[src/rtl/softmax_stream_arbiter.sv]
// rtl/softmax_stream_arbiter.sv - round-robin matrix-granular arbiter sharing one softmax pipeline between REQ streams
module softmax_stream_arbiter #(
    parameter int D_W          = 8,
    parameter int D_W_ACC      = 32,
    parameter int REQ          = 4,
    parameter int N            = 32,
    parameter int MATRIXSIZE_W = 16,
    parameter int OUTSTANDING  = 4
) (
    input  logic                     clk,
    input  logic                     rst,
    input  logic [REQ*D_W_ACC-1:0]   s_tdata,
    input  logic [REQ-1:0]           s_tvalid,
    input  logic [REQ-1:0]           s_tlast,
    output logic [REQ-1:0]           s_tready,
    output logic [D_W_ACC-1:0]       sm_in_tdata,
    output logic                     sm_in_tvalid,
    output logic                     sm_in_tlast,
    input  logic                     sm_in_tready,
    input  logic [D_W-1:0]           sm_out_tdata,
    input  logic                     sm_out_tvalid,
    input  logic                     sm_out_tlast,
    output logic                     sm_out_tready,
    output logic [REQ*D_W-1:0]       m_tdata,
    output logic [REQ-1:0]           m_tvalid,
    output logic [REQ-1:0]           m_tlast,
    input  logic [REQ-1:0]           m_tready,
    output logic [$clog2(REQ)-1:0]   grant_id,
    output logic                     busy,
    output logic                     len_err
);

    localparam int ID_W  = $clog2(REQ);
    localparam int PTR_W = (OUTSTANDING > 1) ? $clog2(OUTSTANDING) : 1;
    localparam int CNT_W = $clog2(OUTSTANDING + 1);
    localparam logic [MATRIXSIZE_W-1:0] LAST_BEAT = MATRIXSIZE_W'(N * N - 1);

    typedef enum logic {IDLE, STREAM} state_t;

    state_t                  state_q, state_d;
    logic [ID_W-1:0]         grant_id_q, rr_ptr_q;
    logic [MATRIXSIZE_W-1:0] in_cnt_q;
    logic [ID_W-1:0]         fifo_q [OUTSTANDING];
    logic [PTR_W-1:0]        rd_ptr_q, wr_ptr_q;
    logic [CNT_W-1:0]        cnt_q;
    logic                    len_err_q, len_err_d;

    logic                    fifo_empty, fifo_full, push, pop, in_hs, last_beat, any_valid;
    logic [ID_W-1:0]         pick, cand, head;

    assign fifo_empty = (cnt_q == '0);
    assign fifo_full  = (cnt_q == CNT_W'(OUTSTANDING));
    assign head       = fifo_q[rd_ptr_q];
    assign last_beat  = (in_cnt_q == LAST_BEAT);
    assign in_hs      = (state_q == STREAM) && sm_in_tvalid && sm_in_tready;
    assign pop        = !fifo_empty && sm_out_tvalid && sm_out_tready && sm_out_tlast;
    // A pop in the same cycle frees a slot, so a full FIFO may still accept a grant.
    assign push       = (state_q == IDLE) && any_valid && (!fifo_full || pop);
    assign grant_id   = grant_id_q;
    assign busy       = (state_q == STREAM) || !fifo_empty;
    assign len_err    = len_err_q;

    // Round-robin search: first valid requester at or above rr_ptr, wrapping.
    always_comb begin
        any_valid = 1'b0;
        pick      = '0;
        cand      = '0;
        for (int i = 0; i < REQ; i++) begin
            cand = ID_W'((int'(rr_ptr_q) + i) % REQ);
            if (!any_valid && s_tvalid[cand]) begin
                any_valid = 1'b1;
                pick      = cand;
            end
        end
    end

    // Next state: IDLE grants a whole matrix, STREAM releases on the final counted beat.
    always_comb begin
        state_d = state_q;
        case (state_q)
            IDLE:    if (push) state_d = STREAM;
            STREAM:  if (in_hs && last_beat) state_d = IDLE;
            default: state_d = IDLE;
        endcase
    end

    // Input path: connect only the granted lane while streaming.
    always_comb begin
        sm_in_tdata  = '0;
        sm_in_tvalid = 1'b0;
        sm_in_tlast  = 1'b0;
        s_tready     = '0;
        if (state_q == STREAM) begin
            sm_in_tdata          = s_tdata[grant_id_q*D_W_ACC +: D_W_ACC];
            sm_in_tvalid         = s_tvalid[grant_id_q];
            sm_in_tlast          = last_beat;
            s_tready[grant_id_q] = sm_in_tready;
        end
    end

    // Output path: route softmax results to the owner of the oldest in-flight matrix.
    always_comb begin
        m_tdata       = '0;
        m_tvalid      = '0;
        m_tlast       = '0;
        sm_out_tready = 1'b0;
        if (!fifo_empty) begin
            m_tdata[head*D_W +: D_W] = sm_out_tdata;
            m_tvalid[head]           = sm_out_tvalid;
            m_tlast[head]            = sm_out_tlast;
            sm_out_tready            = m_tready[head];
        end
    end

    // Sticky error: tlast disagreeing with the beat count, or output with nothing in flight.
    always_comb begin
        len_err_d = len_err_q;
        if (in_hs && (s_tlast[grant_id_q] != last_beat)) len_err_d = 1'b1;
        if (fifo_empty && sm_out_tvalid) len_err_d = 1'b1;
    end

    // Control state, counters and FIFO pointers.
    always_ff @(posedge clk) begin
        if (rst) begin
            state_q    <= IDLE;
            grant_id_q <= '0;
            rr_ptr_q   <= '0;
            in_cnt_q   <= '0;
            rd_ptr_q   <= '0;
            wr_ptr_q   <= '0;
            cnt_q      <= '0;
            len_err_q  <= 1'b0;
        end else begin
            state_q   <= state_d;
            len_err_q <= len_err_d;
            if (push) begin
                grant_id_q <= pick;
                wr_ptr_q   <= (wr_ptr_q == PTR_W'(OUTSTANDING - 1)) ? '0 : wr_ptr_q + PTR_W'(1);
            end
            if (pop) begin
                rd_ptr_q <= (rd_ptr_q == PTR_W'(OUTSTANDING - 1)) ? '0 : rd_ptr_q + PTR_W'(1);
            end
            if (push && !pop) cnt_q <= cnt_q + CNT_W'(1);
            else if (pop && !push) cnt_q <= cnt_q - CNT_W'(1);
            if (in_hs) begin
                if (last_beat) begin
                    in_cnt_q <= '0;
                    rr_ptr_q <= (grant_id_q == ID_W'(REQ - 1)) ? '0 : grant_id_q + ID_W'(1);
                end else begin
                    in_cnt_q <= in_cnt_q + MATRIXSIZE_W'(1);
                end
            end
        end
    end

    // ID FIFO storage; contents are only meaningful below cnt_q, so no reset needed.
    always_ff @(posedge clk) begin
        if (!rst && push) fifo_q[wr_ptr_q] <= pick;
    end

endmodule
[config.mk]
export PLATFORM = sky130hd
export DESIGN_NAME = softmax_stream_arbiter
export DESIGN_NICKNAME = d
export VERILOG_FILES = /design/src/rtl/softmax_stream_arbiter.sv
export SDC_FILE = /design/constraint.sdc
export NUM_CORES = 1
export LEC_CHECK = 0
export BUFFER_PORTS_ARGS = -buffer_cell sky130_fd_sc_hd__buf_2
export CORE_MARGIN = 2
export CORE_UTILIZATION = 38
export CTS_CLUSTER_DIAMETER = 80
export DETAILED_ROUTE_END_ITERATION = 8
export HOLD_SLACK_MARGIN = 0.02
export PLACE_DENSITY = 0.78
export SYNTH_ARGS = -nofsm -noshare
export SYNTH_HDL_FRONTEND = slang
export SYNTH_SLANG_ARGS = --single-unit
[constraint.sdc]
create_clock -name clk -period 3.1 [get_ports clk]
set_input_delay 0.31 -clock clk [delete_from_list [all_inputs] [get_ports clk]]
set_output_delay 0.31 -clock clk [all_outputs]
set_load 0.005 [all_outputs]
==> results_dict.tcl, run 1 <==
set metrics [dict create \
    fin_crit_ps 2920 \
    ys_warn_count 0 \
    cp.required_ps 3330 \
    seqCellArea_um2 865 \
    areaGrowthSynthToFinish_pct 40.9 \
    viasPerCell 5.27 \
    clk_pin_slew_worst_paths_ps 80 \
    ctsHoldBuffers 0 \
    drt_iter0_markers 184 \
    synth_area_per_cell_um2 10.0 \
    fmax_ghz 0.342 \
    io_buffer_count 235 \
    fin_crit_sh_pct 94.3 \
    drt_first_pass_iters 4 \
    layout.nets 738 \
    crit_type "reg2reg" \
    yosysSeqAreaShare_pct 25.2 \
    min_from "sm_out_tvalid" \
    grt.busiest_layer "met2" \
    post-place-cells 668 \
    cap_violations 0 \
    ant_nets 0 \
    synth_cell_types 47 \
    wl_um 11500 \
    yosysTopAreaCell "mux4_2" \
    p_leak_nw 2.37 \
    use_met3_pct 4.96 \
    status "complete, no violations" \
    tightest_slew_ps 650 \
    cts.path.max_buffers 2 \
    worstPathArrival_ps 3150 \
    vias 3590 \
    track_usage_pct 23.0 \
    startpoint_type "flip-flop" \
    synth-edff-count 8 \
    overflow 0 \
    power_mw 2.02 \
    reg2reg_slack_ps 180 \
    fp.dieW_um 98.8 \
    rows 34 \
    cts_tree "built" \
    relSlewSlack_pct 56.0 \
    routabilityCongestion 0.934 \
    hold_end "len_err" \
    synth.top_cells.by_area "mux4_2 24%, dfxtp_1 18%, and2_1 13%, edfxtp_1 7.0%, ha_1 5.9%" \
    p_per_area_nw_per_um2 419 \
    worst_setup_path_end_kind "flip-flop" \
    drc 0 \
    ios 236 \
    yosys-top-cells-count "69 x and2_1, 36 x mux4_2, 31 x dfxtp_1" \
    die_y_um 98.8 \
    cts.sinks 39 \
    timing.rr.end "cnt_q[2]" \
    clockRootBuffer "clkbuf_8" \
    synthesis.nets 510 \
    final_cells 681 \
    slew_viol_final 0 \
    grtUsageMet2_pct 43.1 \
    die_area_um2 9760 \
    gr-usage-met1_pct 25.8 \
    wl_per_cell_um 17.0 \
    antenna_found_initial 4 \
    hp-class "in2reg" \
    synthCells 340 \
    synthesis.area_um2 3410 \
    yosysMostFrequentCell "and2_1" \
    grt_pass1_wl_um 17500 \
    drive_gt1_share_pct 52.5 \
    hpwl_um 9900 \
    yosys_register_bits 39 \
    core_um2 8720 \
    yosysTopAreaCellShare_pct 23.8 \
    crit_fanout 4 \
    tns_ps 0 \
    skew_ps 7.54 \
    worst-r2r-cell-count 11 \
    rsz0062_at_grt "no" \
    start_util_pct 39.1 \
    peakVddDrop_v 0.000222 \
    multi_input_area_um2 2410 \
    n_fill_cell 766 \
    clk_latency_ps 300 \
    cts_buffers 5 \
    grt_max_degree 44 \
    grt_pass1_vias 3386 \
    hold-path-cell-count 3 \
    synthArstFlopShare_pct 0 \
    setup_violations 0 \
    hold_viol_final 0 \
    synth_ff_type "dfxtp_1" \
    htree_levels 2 \
]
stage by stage:
stage / utilization [%] / hold slack (ps) / setup WS (ps) / area (um^2)
2_1_floorplan: - / 413 / 164 / 3410
3_3_place_gp: 53.5 / 454 / 228 / 4670
3_5_place_dp: 53.5 / 465 / 96.8 / 4670
4_1_cts: 54.9 / 324 / 75.5 / 4780
5_1_grt: 55.2 / 337 / 9.15 / 4810
6_report: 55.2 / 326 / 177 / 4810
worst max path at each step:
stage,slack [ps],cells past startpoint,to,from
floorplan,160,11,cnt_q[2],flip-flop
global placement,230,11,cnt_q[2],flip-flop
detailed placement,100,10,cnt_q[2],flip-flop
CTS,80,10,cnt_q[2],flip-flop
global route,9,11,cnt_q[2],flip-flop
finish,180,11,cnt_q[2],flip-flop
worst max-delay path: stages, from the launching register on:
cell and delay [ps]:
dfxtp_2 350, mux4_2 520, or2_2 320, o221ai_4 250
nand2_2 80, inv_1 120, ha_1 190, inv_1 60
fa_1 380, xor2_1 160, or3_1 300, a21oi_1 130
per-layer routing:
metal,share of wire (%),up-vias
li1,-,1701
met1,35,1691
met2,54,189
met3,9.0,9
met4,1.6,0
met5,0,-
power by group:
group | internal (mW) | switching [mW]
clock network | 0.232 | 0.186
logic | 0.495 | 0.477
registers | 0.576 | 0.0507
layout by cell type (no fill, tap or decap), types with 7 or more instances in the layout:
master and instances:
a21oi_1 10, and2_1 69, and3_1 16, buf_2 235, buf_4 7, dfxtp_1 28, edfxtp_1 8, ha_1 16
inv_1 11, mux4_2 36, nand3_1 12, nor2_1 27, xor2_1 16
timing repair:
item | CTS | global route
setup endpoints to repair | 0 | 1
buffers inserted | 0 | 1
gates resized for setup | 0 | 4
endpoints found under the hold margin | 0 | 0
sequential cells by signal, summed over array words and instances (netlist names), named ones only:
| name | flops |
|---|---|
| in_cnt_q | 16 |
| fifo_q | 8 |
| cnt_q | 3 |
| grant_id | 2 |
| rd_ptr_q | 2 |
| rr_ptr_q | 2 |
| wr_ptr_q | 2 |
| len_err | 1 |
| state_q | 1 |
cells by family (layout without fill, tap and decap cells):
| family | Yosys count | count (layout) | share of synthesized area (%) |
|---|---|---|---|
| buf+inv | 32 | 261 | 4.25 |
| xor+xnor | 17 | 17 | 4.36 |
| other cells | 0 | 4 | 0 |
| fa+ha+maj | 17 | 17 | 6.45 |
| mux | 42 | 42 | 25.5 |
| compound gates | 24 | 24 | 5.02 |
| simple gates | 169 | 169 | 29.1 |
| flops | 39 | 39 | 25.2 |
final cells by class:
cell class / instances / area share, %
Tap cell: 108 / 2.81
Sequential cell: 39 / 18.0
Clock inverter: 1 / 0.182
Inverter: 11 / 0.858
Antenna cell: 4 / 0.208
Timing Repair Buffer: 242 / 25.5
Clock buffer: 7 / 2.24
Multi-Input combinational cell: 269 / 50.2
(Power assumes the default switching activity.)
==> run 2, diff against run 1 <==
- RECOVER_POWER: not set -> 50
- SLEW_MARGIN: not set -> 20
==> run 2 against run 1 <==
Effect of this change:
- non-clock buffer count is the same
- combinational power fell by 2%
- critical endpoint unchanged
- via count grew 0.14%
==> results_dict.tcl, run 2 (synthesis results as in run 1) <==
set metrics [dict create \
    min_from "sm_out_tvalid" \
    relSlewSlack_pct 40.7 \
    htree_levels 2 \
    ant_nets 0 \
    crit_type "reg2reg" \
    wl_um 11600 \
    rows 34 \
    fmax_ghz 0.340 \
    grt_pass1_wl_um 17500 \
    cts_tree "built" \
    reg2reg_slack_ps 160 \
    die_y_um 98.8 \
    p_per_area_nw_per_um2 419 \
    p_clk_share_pct 21.0 \
    startpoint_type "flip-flop" \
    dpl_cell_area_um2 4670 \
    vias 3595 \
    cp_cell_sequence "mux4_2 > buf_4 > inv_1 > mux2_1 > or2_2 > ha_1 > inv_1 > fa_1 > xor2_1 > or3_1 > a21oi_1" \
    seqPwrFrac_pct 31.3 \
    timing.rr.end "cnt_q[2]" \
    hpwl_um 9900 \
    power_frac_comb_pct 47.7 \
    layout.nets 738 \
    tns_ps 0 \
    rsz0062_at_grt "no" \
    areaGrowthSynthToFinish_pct 40.0 \
    ios 236 \
    viasPerCell 5.28 \
    status "complete, no violations" \
    die_area_um2 9760 \
    setup_violations 0 \
    switching_power_mw 0.718 \
    largest_reg_flops 16 \
    peakVddDrop_v 0.000222 \
    cts.sinks 39 \
    clk_latency_ps 300 \
    hold_viol_final 0 \
    largest_register "in_cnt_q" \
    wl_per_cell_um 17.0 \
    tightest_slew_ps 889 \
    ctsHoldBuffers 0 \
    fp.dieW_um 98.8 \
    stdcell_area_um2 4780 \
    p_sw_share_pct 35.9 \
    routabilityCongestion 0.934 \
    p_int_mw 1.29 \
    clk_pin_slew_worst_paths_ps 80 \
    io_buffer_count 235 \
    drt_first_pass_iters 4 \
    cts.path.max_buffers 2 \
    cts_buffers 5 \
    drive_gt1_share_pct 49.0 \
    antenna_found_initial 4 \
    cp.required_ps 3330 \
    path_buf_inv 3 \
    power_mw 2.00 \
    hp-class "in2reg" \
    hold-path-cell-count 3 \
    skew_ps 10.2 \
    cap_violations 0 \
    overflow 0 \
    core_um2 8720 \
    biggestRegsByFlops "in_cnt_q (16), fifo_q (8), cnt_q (3)" \
    track_usage_pct 23.0 \
    drc 0 \
    worst-r2r-cell-count 11 \
    worst_setup_path_end_kind "flip-flop" \
    hold_end "len_err" \
    grt_pass1_vias 3386 \
    n_fill_cell 781 \
    worstPathArrival_ps 3170 \
    grt_max_degree 44 \
    fin_crit_sh_pct 94.9 \
    crit_slowest_cell "mux4_2" \
    crit_fanout 7 \
    p_leak_nw 2.31 \
    fin_crit_ps 2940 \
    slew_viol_final 0 \
    mostFrequentLayoutCells "220 x buf_2, 68 x and2_1, 36 x mux4_2" \
    drt_iter0_markers 221 \
    clockRootBuffer "clkbuf_8" \
    start_util_pct 39.1 \
    mostFrequentLayoutCell "buf_2" \
    max_stage_delay_ps 510 \
    crit_family "multiplexers" \
    cp_common_cell "inv_1" \
]
==> run 2: changes by cell type in the layout (fill, tap and decap cells not counted) <==
cell / before / now
and2_0: 0 / 1
and2_1: 69 / 68
and4_1: 4 / 5
and4_4: 2 / 1
buf_2: 235 / 220
buf_4: 7 / 4
clkbuf_1: 0 / 16
clkbuf_2: 0 / 2
dfxtp_1: 28 / 30
dfxtp_2: 3 / 1
mux2_1: 0 / 1
mux2_2: 1 / 0
or2_0: 0 / 1
or2_1: 1 / 0
==> run 2: power by group through the flow <==
stage               Clock [mW]  Combinational [mW]  Sequential, mW
detailed placement           0               0.970           0.637
global placement             0               0.934           0.633
global route             0.447                1.06           0.635
floorplan                    0               0.597           0.631
CTS                      0.424               0.973           0.625
finish                   0.421               0.956           0.626
==> run 2: repair_timing <==
item                       CTS  global route
resized for setup            0             4
setup buffers                0             1
setup endpoints to repair    0             1
==> run 2: worst min-delay path, delay by kind of cell <==
family | cells | cell delay, ps
AOI/OAI and AO/OA | 1 | 80
and+or+nand+nor | 1 | 70
buffers and inverters | 1 | 120
==> run 2: metal layers <==
metal | up-vias | global-route usage [%] | routed length, um | part of all wire (%)
met2 | 200 | 43.1 | 6220 | 54
met1 | 1682 | 25.8 | 4110 | 36
met5 | - | 0 | 0 | 0
li1 | 1704 | - | - | -
met3 | 9 | 4.96 | 1030 | 8.9
met4 | 0 | 7.17 | 187 | 1.6
==> run 2: through the flow <==
step,std cells,hold WS (ps),worst slack (ps),utilization (%)
after floorplan,340,413,164,-
after global placement,668,454,228,53.5
after detailed placement,668,465,96.8,53.5
after CTS,676,324,75.5,54.9
after global routing,681,337,11.1,54.8
final,681,326,159,54.8
==> run 2: final cells by class <==
type	count	area [um^2]	share of cell area, %
multi-input cells	269	2410	50.5
well taps	108	135	2.83
repair buffers	242	1200	25.1
clock buffers	7	108	2.25
diodes	4	10.0	0.209
clock inverters	1	8.76	0.183
flip-flops and latches	39	862	18.0
inverters	11	41.3	0.864
==> run 2: worst max-delay path by stage <==
stage	end	cells past startpoint
3_3_place_gp	cnt_q[2]	11
5_1_grt	cnt_q[2]	11
3_5_place_dp	cnt_q[2]	10
4_1_cts	cnt_q[2]	10
2_1_floorplan	cnt_q[2]	11
6_report	cnt_q[2]	11
